--- config.mk ---
export PLATFORM = sky130hd
export DESIGN_NAME = interrupt_ctrl_8051
export DESIGN_NICKNAME = d
export VERILOG_FILES = /design/src/rtl/interrupt_ctrl_8051.sv
export SDC_FILE = /design/constraint.sdc
export NUM_CORES = 1
export LEC_CHECK = 0
export ABC_AREA = 1
export ABC_CLOCK_PERIOD_IN_PS = 3250
export CAP_MARGIN = 20
export CORE_ASPECT_RATIO = 0.5
export CORE_MARGIN = 5
export CORE_UTILIZATION = 51
export DETAILED_ROUTE_END_ITERATION = 6
export HOLD_SLACK_MARGIN = 0.1
export PLACE_DENSITY_LB_ADDON = 0.2
export SYNTH_ARGS = -nofsm -noshare
export SYNTH_HDL_FRONTEND = slang
export SYNTH_SLANG_ARGS = --single-unit
--- constraint.sdc ---
create_clock -name clock -period 3.25 [get_ports clock]
set_input_delay 0.65 -clock clock [delete_from_list [all_inputs] [get_ports clock]]
set_output_delay 0.65 -clock clock [all_outputs]
set_load 0.1 [all_outputs]
--- src/rtl/interrupt_ctrl_8051.sv ---
// 8051 interrupt controller: latches five request sources, masks with IE/EA,
// resolves two priority levels and hands one vector at a time to the CPU.
module interrupt_ctrl_8051 #(
  parameter int         NSRC     = 5,
  parameter logic [7:0] VEC_BASE = 8'h03
) (
  input  logic            clock,
  input  logic            reset,
  input  logic            set_IE,
  input  logic            set_IP,
  input  logic [7:0]      ram_rd_byte,
  input  logic [NSRC-1:0] int_src,
  input  logic            inst_boundary,
  input  logic            int_ack,
  input  logic            reti,
  output logic            int_pending,
  output logic [7:0]      int_vector,
  output logic [NSRC-1:0] src_clear,
  output logic [7:0]      ie_out,
  output logic [7:0]      ip_out
);

  localparam int              IW      = $clog2(NSRC);
  localparam int              NEDGE   = NSRC - 1;  // top source is level-sensitive
  localparam logic [NSRC-1:0] SRC_ONE = NSRC'(1);

  localparam logic [0:0] IDLE = 1'b0;
  localparam logic [0:0] REQ  = 1'b1;

  logic [7:0]       ie_q;
  logic [7:0]       ip_q;
  logic [NEDGE-1:0] src_q;
  logic [NSRC-1:0]  pend;
  logic [0:0]       state;
  logic [IW-1:0]    idx_q;
  logic             lvl_q;
  logic [7:0]       vec_q;
  logic             in_service_hi;
  logic             in_service_lo;

  logic             ea;
  logic [NSRC-1:0]  elig;
  logic [NSRC-1:0]  hi_cand;
  logic [NSRC-1:0]  lo_cand;
  logic             hi_ok;
  logic             lo_ok;
  logic             grant;
  logic             ack_go;
  logic [NSRC-1:0]  clr_mask;
  logic [NEDGE-1:0] edge_det;
  logic [IW-1:0]    hi_idx;
  logic [IW-1:0]    lo_idx;
  logic [IW-1:0]    win_idx;
  logic             win_lvl;
  logic [7:0]       win_off;
  logic             isr_hi_next;
  logic             isr_lo_next;

  assign ea       = ie_q[7];
  assign elig     = pend & ie_q[NSRC-1:0] & {NSRC{ea}};
  assign hi_cand  = elig & ip_q[NSRC-1:0];
  assign lo_cand  = elig & ~ip_q[NSRC-1:0];
  assign hi_ok    = !in_service_hi && (|hi_cand);
  assign lo_ok    = !in_service_hi && !in_service_lo && (|lo_cand);
  assign grant    = (state == IDLE) && inst_boundary && (hi_ok || lo_ok);
  assign ack_go   = (state == REQ) && int_ack;
  assign clr_mask = ack_go ? (SRC_ONE << idx_q) : '0;
  assign edge_det = int_src[NEDGE-1:0] & ~src_q;

  // NOTE: every always_comb output gets a default first so no latch is inferred.
  always_comb begin
    hi_idx = '0;
    lo_idx = '0;
    // Scan downwards so the lowest set index is the last one written.
    for (int i = NSRC - 1; i >= 0; i--) begin
      if (hi_cand[i]) hi_idx = IW'(i);
      if (lo_cand[i]) lo_idx = IW'(i);
    end
    win_lvl = hi_ok;
    win_idx = hi_ok ? hi_idx : lo_idx;
    win_off = {{(8 - IW - 3){1'b0}}, win_idx, 3'b000};
  end

  // A RETI retires the innermost level before an ack in the same cycle sets one.
  always_comb begin
    isr_hi_next = in_service_hi;
    isr_lo_next = in_service_lo;
    if (reti) begin
      if (in_service_hi) isr_hi_next = 1'b0;
      else               isr_lo_next = 1'b0;
    end
    if (ack_go) begin
      if (lvl_q) isr_hi_next = 1'b1;
      else       isr_lo_next = 1'b1;
    end
  end

  // NOTE: sequential state uses non-blocking assignments so all registers
  // update together from the values seen before the edge.
  always_ff @(posedge clock or posedge reset) begin
    if (reset) begin
      ie_q          <= '0;
      ip_q          <= '0;
      src_q         <= '0;
      pend          <= '0;
      state         <= IDLE;
      idx_q         <= '0;
      lvl_q         <= 1'b0;
      vec_q         <= '0;
      in_service_hi <= 1'b0;
      in_service_lo <= 1'b0;
      src_clear     <= '0;
    end else begin
      if (set_IE) ie_q <= ram_rd_byte;
      if (set_IP) ip_q <= ram_rd_byte;
      src_q             <= int_src[NEDGE-1:0];
      // An edge arriving with the service clear keeps the flag set.
      pend[NEDGE-1:0]   <= (pend[NEDGE-1:0] & ~clr_mask[NEDGE-1:0]) | edge_det;
      pend[NSRC-1]      <= int_src[NSRC-1];
      in_service_hi     <= isr_hi_next;
      in_service_lo     <= isr_lo_next;
      src_clear         <= clr_mask;
      case (state)
        IDLE: if (grant) begin
          state <= REQ;
          idx_q <= win_idx;
          lvl_q <= win_lvl;
          vec_q <= VEC_BASE + win_off;
        end
        REQ: if (int_ack) begin
          state <= IDLE;
          vec_q <= '0;
        end
        default: state <= IDLE;
      endcase
    end
  end

  assign int_pending = (state == REQ);
  assign int_vector  = vec_q;
  assign ie_out      = ie_q;
  assign ip_out      = ip_q;

endmodule

==> impl_metrics.json <==
{
  "grt_pass1_vias": 1372,
  "die_h_um": 52.3,
  "hp-start": "src_q[0]",
  "rsz0062_at_grt": "no",
  "port_buffers": 46,
  "antenna_cells": 0,
  "hold_path_end": "pend[0]",
  "syn2layout_area_growth_pct": 30.7,
  "grt.overflow.total": 0,
  "grt_pass1_wl_um": 6270,
  "tightest_slew_ns": 0.531,
  "ys_types": 28,
  "num_vias": 1367,
  "cp.arrival_ns": 1.37,
  "synth_top_family_by_area": "simple AND/OR/NAND/NOR gates",
  "syn_area_per_cell_um2": 10.4,
  "dp_cells": 268,
  "vias_per_cell": 4.95,
  "drtPass1Iterations": 4,
  "ir_drop_uv": 385,
  "status": "complete, no violations",
  "cellLeakagePower_uw": 0.00118,
  "critical_path.max_fanout": 13,
  "synth_xor_area_share_pct": 0,
  "layout-drive-gt1-share_pct": 29.8,
  "fmaxAchievable_mhz": 496,
  "path_clk_slew_ns": 0.08,
  "post_cts_buffers": 0,
  "fin_crit_ns": 2.02,
  "path_cells": "buf_4",
  "fillers": 290,
  "synth_top_area_cell": "dfrtp_1",
  "maxSlewViolCount": 0,
  "gp_congestion": 0.804,
  "setup_viol": 0,
  "root_buffer": "clkbuf_8",
  "drt_iter0_drc": 27,
  "cts_buffer_depth": 2,
  "endpoint_kind": "primary output",
  "boundaryPins": 50,
  "muxShareOfSynthArea_pct": 6.79,
  "place_ws_ns": 1.21,
  "grt_max_degree": 42,
  "skew_ns": 0.00527,
  "yosysSeqAreaShare_pct": 56.2,
  "worst_r2r_endpoint": "int_vector[3]",
  "num_rows": 15,
  "synthTopCellsByArea": "dfrtp_1, mux2_2, nand2_1, inv_1, nand4_1",
  "tns_ns": 0,
  "syn_inst": 175,
  "setup_ws_ns": 1.23,
  "hold_violations": 0,
  "criticalPathCategory": "reg2out",
  "maxCapViolCount": 0,
  "total_power_uw": 2050,
  "cts_tree": "built",
  "synth_adder_area_share_pct": 0,
  "netlist_area_um2": 1820,
  "cts_resized": 0,
  "critPathRequiredTime_ns": 2.60,
  "ys_ff_latch": 41,
  "wl_per_cell_um": 13.4,
  "core-area_um2": 3430,
  "cpMaxStageDelayCell": "dfrtp_1",
  "crit_buf_inv": 1,
  "drcViolationCount": 0,
  "synthSimpleGateAreaFrac_pct": 22.8,
  "multiInputGateArea_um2": 667,
  "detail-route-antenna-nets": 0,
  "r2r_cells": 8,
  "stdcell_count": 276,
  "nets": 244,
  "p_per_area_nw_per_um2": 860,
  "synth_top_area_share_pct": 56.2,
  "r2r-start": "ie_out[7]",
  "die-area_um2": 4950,
  "initial_core_util_pct": 53.1,
  "hold_depth": 1,
  "slowest_delay_ns": 0.68,
  "dpl.hpwl_um": 2750,
  "critPathTopFamily": "flip-flops",
  "finalCritPeriodShare_pct": 62.1,
  "synth-compound-area-share_pct": 6.38,
  "synth_warnings": 0,
  "die_w_um": 94.6,
  "seqCellArea_um2": 1030,
  "worst-r2r-setup-slack_ns": 1.56,
  "critPathLaunchType": "register",
  "grt_use_total_pct": 17.0,
  "cts_buffers": 5,
  "antenna_found_initial": 0,
  "cts_hold_buffers": 0,
  "wl_um": 3710,
  "relSlewSlack_pct": 64.6,
  "clk_latency_ns": 0.30,
  "utilization_pct": 69.4,
  "htree_num_levels": 2,
  "cts.sinks": 41,
  "hold_class": "reg2reg"
}
[through the flow]
step / hold WS (ns) / area (µm²)
after global placement: 0.418 / 2250
after global routing: 0.452 / 2380
after detailed placement: 0.416 / 2250
final: 0.430 / 2380
after CTS: 0.434 / 2380
after floorplan: 0.400 / 1830
[sequential cells by signal, summed over array words and instances (netlist names)]
signal / flops
lvl_q: 1
in_service_hi: 1
src_clear: 5
in_service_lo: 1
pend: 5
ie_out: 8
src_q: 4
int_vector: 4
ip_out: 8
idx_q: 3
int_pending: 1
[power breakdown]
part | switching (µW) | internal (µW)
sequential | 86.7 | 607
clock | 183 | 309
combinational | 670 | 196
[cell families after synthesis]
group,after synthesis
AND/OR/NAND/NOR,73
flip-flops,41
multiplexers,11
other,1
AO/OA/AOI/OAI,18
buffers and inverters,31
[cell type report]
cell class	count	area share (%)
Multi-Input combinational cell	105	28.0
Inverter	24	3.78
Tap cell	51	2.68
Clock inverter	3	2.89
Clock buffer	5	2.89
Sequential cell	41	43.0
Timing Repair Buffer	47	16.8
[Yosys cell counts]
library cell	instances
nand3_1	9
o21ai_2	2
nand4_1	9
conb_1	1
nand3_2	2
nand2_2	4
o21ai_0	8
nor2_2	3
buf_4	4
o22ai_1	4
nor2_1	7
clkbuf_1	2
inv_2	1
a21oi_4	1
nand4_4	1
nor2_4	1
buf_6	1
dfrtp_1	41
or2_2	1
nor4_1	1
a21boi_0	1
nand2_4	2
nand2_1	27
a21oi_1	2
nand3_4	2
nor3_1	4
mux2_2	11
inv_1	23
[placed cells by master (no fill, tap or decap), types with 2 or more instances in the layout]
master and count:
nand3_2 2, inv_1 23, o21ai_2 2, a21oi_1 2, mux2_2 11, o21ai_0 8
o22ai_1 4, nand3_1 9, bufinv_16 2, clkdlybuf4s50_1 19, dfrtp_1 41, conb_1 3
nor3_1 4, nand3_4 2, nor2_2 3, nand2_4 2, nor2_1 7, nand2_2 4
nand4_1 9, buf_4 28, clkbuf_8 5, nand2_1 27
[worst max path at each step]
stage | start | endpoint | depth (start not counted)
floorplan | ie_out[7] | int_vector[3] | 7
global placement | inst_boundary | int_vector[5] | 7
detailed placement | inst_boundary | idx_q[0] | 7
CTS | ie_out[7] | ie_out[7] | 1
global route | ie_out[7] | ie_out[7] | 1
finish | ie_out[7] | ie_out[7] | 1
[per-layer routing]
metal  up-vias  wire [µm]  GRT usage (%)
li1        674          -              -
met3         5        364           6.46
met2        46       1680           26.5
met1       642       1640           21.5
met4         0         28           6.94
met5         -          0              0
Power figures use the tool's default switching activity.
